`src/rtl/fetch_pc_gen_pkg.sv`:
```
// fetch_pc_gen_pkg: shared defaults and next-pc select encoding for the fetch pc generator
package fetch_pc_gen_pkg;
  localparam int ADDR_WIDTH_DEF = 16;
  localparam int PC_STEP_DEF = 2;
  localparam int RAS_DEPTH_DEF = 4;
  localparam logic [ADDR_WIDTH_DEF-1:0] RESET_VECTOR_DEF = '0;
  typedef enum logic [2:0] {
    SEL_RESET,
    SEL_FLUSH,
    SEL_HOLD,
    SEL_RET,
    SEL_CALL,
    SEL_JUMP,
    SEL_PRED,
    SEL_SEQ
  } sel_e;
endpackage

```
`src/rtl/fetch_pc_gen_ras_stack.sv`:
```
// fetch_pc_gen_ras_stack: circular return-address stack; full pushes overwrite the oldest entry
module fetch_pc_gen_ras_stack #(
  parameter int WIDTH = 16,
  parameter int DEPTH = 4
) (
  input  logic             clk,
  input  logic             reset,
  input  logic             push_i,
  input  logic             pop_i,
  input  logic [WIDTH-1:0] data_i,
  output logic [WIDTH-1:0] top_o,
  output logic             empty_o,
  output logic             full_o
);
  localparam int PW = $clog2(DEPTH);
  logic [WIDTH-1:0] mem_q [DEPTH];
  logic [PW-1:0] ptr_q, ptr_d;
  logic [PW:0] cnt_q, cnt_d;
  logic do_pop, do_push;
  assign empty_o = cnt_q == '0;
  assign full_o = cnt_q == (PW+1)'(DEPTH);
  assign top_o = mem_q[ptr_q - PW'(1)];
  assign do_pop = pop_i && !empty_o;
  assign do_push = push_i && !pop_i;
  // ptr_q is the next write slot; top lives one below it
  always_comb begin
    ptr_d = do_pop ? ptr_q - PW'(1) : do_push ? ptr_q + PW'(1) : ptr_q;
    cnt_d = do_pop ? cnt_q - 1'b1 : (do_push && !full_o) ? cnt_q + 1'b1 : cnt_q;
  end
  // pointer/count update and entry write
  always_ff @(posedge clk) begin
    if (reset) begin
      ptr_q <= '0;
      cnt_q <= '0;
      for (int i = 0; i < DEPTH; i++) mem_q[i] <= '0;
    end else begin
      ptr_q <= ptr_d;
      cnt_q <= cnt_d;
      if (do_push) mem_q[ptr_q] <= data_i;
    end
  end
endmodule

```
`src/rtl/fetch_pc_gen.sv`:
```
// fetch_pc_gen: priority next-pc mux and pc register with return-address stack for call/ret
module fetch_pc_gen
  import fetch_pc_gen_pkg::*;
#(
  parameter int ADDR_WIDTH = ADDR_WIDTH_DEF,
  parameter int PC_STEP = PC_STEP_DEF,
  parameter int RAS_DEPTH = RAS_DEPTH_DEF,
  parameter logic [ADDR_WIDTH-1:0] RESET_VECTOR = ADDR_WIDTH'(RESET_VECTOR_DEF)
) (
  input  logic                  clk,
  input  logic                  reset,
  input  logic                  stall_i,
  input  logic                  flush_i,
  input  logic [ADDR_WIDTH-1:0] flush_addr_i,
  input  logic                  jump_i,
  input  logic                  call_i,
  input  logic                  ret_i,
  input  logic [ADDR_WIDTH-1:0] target_addr_i,
  input  logic                  is_branch_i,
  input  logic                  pred_taken_i,
  input  logic [ADDR_WIDTH-1:0] pred_addr_i,
  output logic [ADDR_WIDTH-1:0] pc_o,
  output logic                  branch_taken_o,
  output logic                  ras_empty_o,
  output logic                  ras_full_o,
  output logic                  ret_miss_o
);
  sel_e sel;
  logic [ADDR_WIDTH-1:0] pc_q, pc_d, pc_seq, ras_top;
  logic bt_q, bt_d, miss_q, miss_d;
  assign pc_seq = pc_q + ADDR_WIDTH'(PC_STEP);
  // fixed priority: reset > flush > stall > ret > call > jump > predicted branch > sequential
  always_comb begin
    sel = reset ? SEL_RESET : flush_i ? SEL_FLUSH : stall_i ? SEL_HOLD : ret_i ? SEL_RET :
          call_i ? SEL_CALL : jump_i ? SEL_JUMP : (is_branch_i && pred_taken_i) ? SEL_PRED : SEL_SEQ;
  end
  // next-state values for pc and status flags
  always_comb begin
    pc_d = sel == SEL_RESET ? RESET_VECTOR :
           sel == SEL_FLUSH ? flush_addr_i :
           sel == SEL_HOLD ? pc_q :
           sel == SEL_RET ? (ras_empty_o ? pc_seq : ras_top) :
           sel inside {SEL_CALL, SEL_JUMP} ? target_addr_i :
           sel == SEL_PRED ? pred_addr_i : pc_seq;
    bt_d = sel == SEL_PRED || (sel == SEL_HOLD && bt_q);
    miss_d = sel == SEL_RET && ras_empty_o;
  end
  // pc and flag registers; reset is folded into the select
  always_ff @(posedge clk) begin
    pc_q <= pc_d;
    bt_q <= bt_d;
    miss_q <= miss_d;
  end
  fetch_pc_gen_ras_stack #(.WIDTH(ADDR_WIDTH), .DEPTH(RAS_DEPTH)) u_ras (
    .clk(clk),
    .reset(reset),
    .push_i(sel == SEL_CALL),
    .pop_i(sel == SEL_RET),
    .data_i(pc_seq),
    .top_o(ras_top),
    .empty_o(ras_empty_o),
    .full_o(ras_full_o)
  );
  assign pc_o = pc_q;
  assign branch_taken_o = bt_q;
  assign ret_miss_o = miss_q;
endmodule

```
`config.mk`:
```
export PLATFORM = sky130hd
export DESIGN_NAME = fetch_pc_gen
export DESIGN_NICKNAME = d
export VERILOG_FILES = /design/src/rtl/fetch_pc_gen_pkg.sv /design/src/rtl/fetch_pc_gen_ras_stack.sv /design/src/rtl/fetch_pc_gen.sv
export SDC_FILE = /design/constraint.sdc
export NUM_CORES = 1
export LEC_CHECK = 0
export ABC_AREA = 1
export CORE_MARGIN = 8
export CORE_UTILIZATION = 50
export CTS_CLUSTER_SIZE = 40
export DETAILED_ROUTE_END_ITERATION = 16
export GPL_ROUTABILITY_DRIVEN = 0
export PLACE_DENSITY_LB_ADDON = 0.05
export REMOVE_ABC_BUFFERS = 1
export SLEW_MARGIN = 20
export SYNTH_ARGS = -nofsm -noshare
export SYNTH_HDL_FRONTEND = slang
export SYNTH_HIERARCHICAL = 1
export SYNTH_SLANG_ARGS = --single-unit
```
`constraint.sdc`:
```
create_clock -name clk -period 7 [get_ports clk]
set_input_delay 1.75 -clock clk [delete_from_list [all_inputs] [get_ports clk]]
set_output_delay 1.75 -clock clk [all_outputs]
set_load 0.05 [all_outputs]
```
# Yosys cells after proc, flatten, opt, wreduce, memory -nomap -nowiden
# Memory sizes are Yosys's and may differ from the RTL's.
# Cells that the tools add are included.
[op_classes]
add_sub_neg = 5
eq_ne = 8
n_mux = 25
reduce_logical = 16
[ops]
columns = ["cell", "count"]
rows = [
  ["$mux W16", 7],
  ["$mux W3", 6],
  ["$add A16 B2 Y16 const B", 1],
  ["$reduce_or A16 Y1", 1],
  ["$eq A3 B3 Y1 const B", 4],
  ["$mux W2", 5],
  ["$mux W1", 7],
  ["$eq A3 B2 Y1 const B", 2],
  ["$logic_and A1 B1 Y1", 6],
  ["$logic_not A3 Y1", 2],
  ["$reduce_bool A2 Y1", 3],
  ["$add A3 B1 Y3 const B", 1],
  ["$eq A3 B1 Y1 const B", 1],
  ["$logic_not A1 Y1", 3],
  ["$sub A3 B1 Y3 const B", 1],
  ["$add A2 B1 Y2 const B", 1],
  ["$ne A2 B2 Y1 const B", 1],
  ["$sub A2 B1 Y2 const B", 1],
  ["$logic_or A1 B1 Y1", 1],
]
[word_totals]
reg_bits = 23
mem_bits_rw = 64
in_bits = 57
out_inout_bits = 20
wordCells = 60
memories = 1
[memory_table]
columns = ["memory", "words", "word_bits", "read_ports", "rd_ports_with_merged_regs", "write_ports", "line_no", "rtl"]
rows = [
  ["u_ras.mem_q", 4, 16, 1, 0, 4, "fetch_pc_gen_ras_stack.sv:16", "logic [WIDTH-1:0] mem_q [DEPTH];"],
]

# Longest topological paths before layout
[depth]
depth_word = 16
mapped_depth = 17
depth_no_buf = 16

# Hierarchy
# The synthesis kept the hierarchy.
[modules_own_cells]
columns = ["mod", "instances", "cells_each", "area_each_um2", "seq_area_each_um2"]
rows = [
  ["fetch_pc_gen_ras_stack", 1, 297, 3198.1, 2021.9],
  ["fetch_pc_gen", 1, 362, 2008.2, 360.3],
]

# Worst setup path before layout
# Ideal clock, no wire load.
[synth_timing]
kind = "in2reg"
start = "input port flush_i"
end = "memory u_ras.mem_q[1][0], enable pin"
setup_ns = 0.411
t_arrival_ns = 3.921
required_time_ns = 6.589
setup_slack_ns = 2.668
path_stages = 8
path_buffers = 1
cell_sequence = "inv_1 -> nand2_2 -> nor3_2 -> nand2_1 -> buf_2 -> nor2_1 -> nand2_4 -> o21ai_0"
[synth_lines]
columns = ["element", "line_no", "rtl"]
rows = [
  ["start: declaration", "fetch_pc_gen.sv:13", "input logic flush_i,"],
  ["end: declaration", "fetch_pc_gen_ras_stack.sv:16", ""],
]

==> results.md <==
- The final period demand of the worst path is 4.71 ns.
- In the layout the commonest cells are sky130_fd_sc_hd__nand2_1 (184), sky130_fd_sc_hd__clkdlybuf4s50_1 (76), sky130_fd_sc_hd__nor2_1 (73).
- The H-tree was split into 3 levels.
- Once placement completed, the tool counted placed cells totaling 850.
- The final worst clock skew is 0.00917 ns.
- In this run the tool buffered the top-level ports with 76 buffer cells.
- After legalization and detailed placement, the total HPWL measured 10.2 mm.
- Detailed routing inserted a total of 4587 vias.
- The tree built by TritonCTS fans out to 87 sinks.
- The number of buffers inserted by post-CTS setup repair is 0.
- Across all register-to-register paths, the minimum setup slack is 4.90 ns.
- The met3 layer wire length in the routed design is 570 um.
- The top fanout value on the critical path is 16.
- Tracing the worst setup path back leads to its startpoint at reset.
- The mean instance size in the synthesized netlist is 7.90 um2.
- In this run the vertical extent of the chip is 118 um.
- The largest delay contributor family on the critical path is simple AND/OR/NAND/NOR gates.
- Entering global routing, the biggest net connects 30 pins.
- Setup repair after global routing left no endpoint under its margin.
- The leakage power is 2.52 nW.
- In this run, post-CTS repair resized a total of 0 instances.
- Sequential elements use 45.8% of the synthesized area.
- For the pin with the worst max-slew slack, the measured transition is 0.973 ns.
- Based on the critical path, the design can be clocked at up to 212 MHz.
- The repair_antennas step left the layout with diodes totalling 0.
- The hold-fix buffer count after cts is 0.
- Registers take 0.00238 mm2.
- The most frequent standard cell in the layout excluding fill and tap cells is sky130_fd_sc_hd__nand2_1.
- The gate count after technology mapping is 659.
- The area of the die is 0.0139 mm2.
- In this run the power density over the cells is 189 mW/mm2.
- The path type of the worst min-delay path is reg -> reg.
- The standard cell core area is 0.0102 mm2.
- The buffer cell driving the clock tree root is sky130_fd_sc_hd__clkbuf_8.
- Traced cell by cell, the critical path runs through clkdlybuf4s50_1 -> inv_2 -> nand2_2 -> a21oi_4 -> inv_2 -> nor2_2 -> inv_2 -> nand2_4 -> nor2_8 -> nand2_4 -> nand2_1.
- The startpoint identified for the worst hold timing path is branch_taken_o.
- The first detailed-routing pass ran for 5 iterations.
- The number of warnings issued by yosys is 6.
- The number of max-slew violations in the final report is 0.
- The tool flagged a number of max-cap violations equal to 0.
- The top routing layer in use is met4.
- The critical path endpoint is u_ras/mem_q[2][3].
- Global routing used 20.0% of the available tracks.
- The critical path in this run is classified as in -> reg.
- The critical path endpoint category is a flop.
- The cell with the largest stage delay on the worst path is sky130_fd_sc_hd__clkdlybuf4s50_1.
- The wire length on met1 is 5.96 mm.
- In the routed layout, each cell is associated on average with a via count of 5.30.
- The initial antenna violation count is 0.
- The depth of the most critical reg-to-reg path is 10.
- The number of buffers and inverters on the critical path is 4.
- The count of nets left with antenna violations once routing finished came out at 0.
- Clock-pin slew was measured on the worst setup and hold paths at 0.10 ns.
- After layout, the worst path uses 67.3% of the clock period.
- For this design the top-level I/O count stands at 77.
- The average routed wire per standard cell is 16.0 um.
- The total CTS buffers is 9.
- For the worst setup path, the data required time is 6.96 ns.
- Counting stages on the worst path, the most repeated cell is sky130_fd_sc_hd__inv_2.
- Measured along the x axis, the die boundary spans 118 um.
- The maximum VDD drop is 0.0000934 V.
- The number of endpoints failing setup at the final stage is 0.
- The number of DRC markers in iteration 0 is 406.
- The share of flip-flops with an asynchronous set or reset is 0%.
- The type of origin of the critical path is a primary input.
- The via count of the first global-routing pass came to 4586.
- The startpoint of the lowest-slack register-to-register path is u_ras/cnt_q[0].
- In this run the tightest slew margin relative to its limit is 35.0%.
- The clock passes through at most 2 buffers.
- After synthesis, the netlist uses 39 different library cells.
- The filler cell count in the final layout is 944.
- The flip-flop cell with the highest count after synthesis is sky130_fd_sc_hd__edfxtp_1.
- The utilization after layout is 60.4%.
- The flip-flop and latch count after synthesis is 87.
- The hold violation count in the final report is 0.
- The synthesized design contains 64 enable-type register cells.
- Cells with a size suffix above 1 make up 12.6% of the layout.
- The insertion delay to the later sink of the worst-skew pair is 0.36 ns.
- The count of cells in the finished layout, fillers not included, comes to 866.
- The end of the worst register-to-register path is pc_o[9].
- The flow ran to the end, and the final reports show no timing, DRC or antenna violations.
- After global routing the overflow that remains totals 0.
- For this run, design rule violations remaining after detail routing come to 0.
- The area growth from synthesis to final layout is 18.6%.
- Wire segments on met2 add up to 7.20 mm in the final route.
- The first global-routing pass estimated 22.8 mm of wire.
- Summing every instance area after synthesis gives 0.00521 mm2.
- TritonCTS built the clock tree.
- Once the floorplan was initialized, standard cells occupied 50.9% of the core.
- For this block, the routed nets add up to 13.9 mm of wire.
- The critical path runs through a total of 11 cells.
- The footprint of the multi-input gates is 0.00229 mm2.
- In the final timing run, aggregate negative setup slack is 0 ns.
- The final-stage net count is 784.
- The arrival time at the worst endpoint is 4.68 ns.
- On the worst path, the slowest cell contributes a delay of 0.64 ns.
- The floorplan has 37 rows.
-- worst min-delay path, stage by stage, from the launching register on --
cell and delay, ns:
sky130_fd_sc_hd__dfxtp_1 0.32, sky130_fd_sc_hd__nand2_1 0.06, sky130_fd_sc_hd__nand2_1 0.04
-- power by group --
part	total (mW)	internal [mW]	switching [mW]	leakage [nW]
Combinational	0.221	0.0834	0.137	1.57
Sequential	0.595	0.575	0.0202	0.850
Clock	0.355	0.148	0.206	0.102
-- state kept, by name, indices dropped and copies added, names as in the netlist --
name and count:
branch_taken_o 1, pc_o 16, ret_miss_o 1, u_ras/cnt_q 3, u_ras/mem_q 64, u_ras/ptr_q 2
-- logic make-up (layout without fill, tap and decap cells) --
group / count (synthesis) / in the layout / synth area share [%]
buf+inv: 115 / 186 / 10.2
fa+ha+maj: 2 / 2 / 0.625
simple gates: 372 / 372 / 33.3
compound gates: 76 / 76 / 8.92
xor+xnor: 7 / 7 / 1.18
flops: 87 / 87 / 45.8
-- cell usage after synthesis (3+ instances only) --
library cell / number / area share (%)
sky130_fd_sc_hd__buf_4: 4 / 0.58
sky130_fd_sc_hd__a21oi_1: 22 / 2.1
sky130_fd_sc_hd__nand4_1: 17 / 2.0
sky130_fd_sc_hd__or2_2: 6 / 0.72
sky130_fd_sc_hd__dfxtp_1: 23 / 8.8
sky130_fd_sc_hd__nand2_2: 5 / 0.60
sky130_fd_sc_hd__o211ai_1: 7 / 1.0
sky130_fd_sc_hd__xor2_1: 5 / 0.84
sky130_fd_sc_hd__nor2_1: 73 / 5.3
sky130_fd_sc_hd__buf_6: 7 / 1.5
sky130_fd_sc_hd__a22oi_1: 13 / 1.9
sky130_fd_sc_hd__or2_0: 5 / 0.60
sky130_fd_sc_hd__buf_2: 8 / 0.77
sky130_fd_sc_hd__nor2_2: 17 / 2.0
sky130_fd_sc_hd__nand2_1: 184 / 13
sky130_fd_sc_hd__clkbuf_1: 5 / 0.36
sky130_fd_sc_hd__inv_2: 20 / 1.4
sky130_fd_sc_hd__nand3_1: 46 / 4.4
sky130_fd_sc_hd__o21ai_1: 3 / 0.29
sky130_fd_sc_hd__nor2_4: 13 / 2.8
sky130_fd_sc_hd__inv_1: 68 / 4.9
sky130_fd_sc_hd__o21ai_0: 24 / 2.3
sky130_fd_sc_hd__edfxtp_1: 64 / 37
-- cell type report --
type	count	area share, %
inverter	90	5.55
tap	136	2.76
clock buffer	10	2.23
timing repair buffer	80	12.8
clock inverter	6	0.932
sequential	87	38.6
multi-input combinational	457	37.1
-- layer usage --
layer | vias to the layer above | track usage, %
li1 | 2264 | -
met1 | 2187 | 24.1
met2 | 124 | 35.9
met3 | 12 | 3.02
met4 | 0 | 5.84
met5 | - | 0
-- stage by stage --
| step | instance area [um2] | worst slack [ns] | hold slack, ns | power, mW |
|---|---|---|---|---|
| 2_1_floorplan | 5020 | 2.49 | 0.496 | 0.735 |
| 3_3_place_gp | 5980 | 2.12 | 0.437 | 0.825 |
| 3_5_place_dp | 5980 | 1.95 | 0.448 | 0.827 |
| 4_1_cts | 6170 | 2.33 | 0.466 | 1.17 |
| 5_1_grt | 6170 | 2.07 | 0.480 | 1.22 |
| 6_report | 6170 | 2.29 | 0.461 | 1.17 |
-- worst min path at each step --
stage / endpoint / slack [ns] / depth (start not counted)
after floorplan: u_ras/cnt_q[2] / 0.50 / 2
after global placement: branch_taken_o / 0.44 / 2
after detailed placement: branch_taken_o / 0.45 / 2
after CTS: branch_taken_o / 0.47 / 2
after global routing: branch_taken_o / 0.48 / 2
final: branch_taken_o / 0.46 / 2
Note: power is estimated with default switching activity, not from simulation.
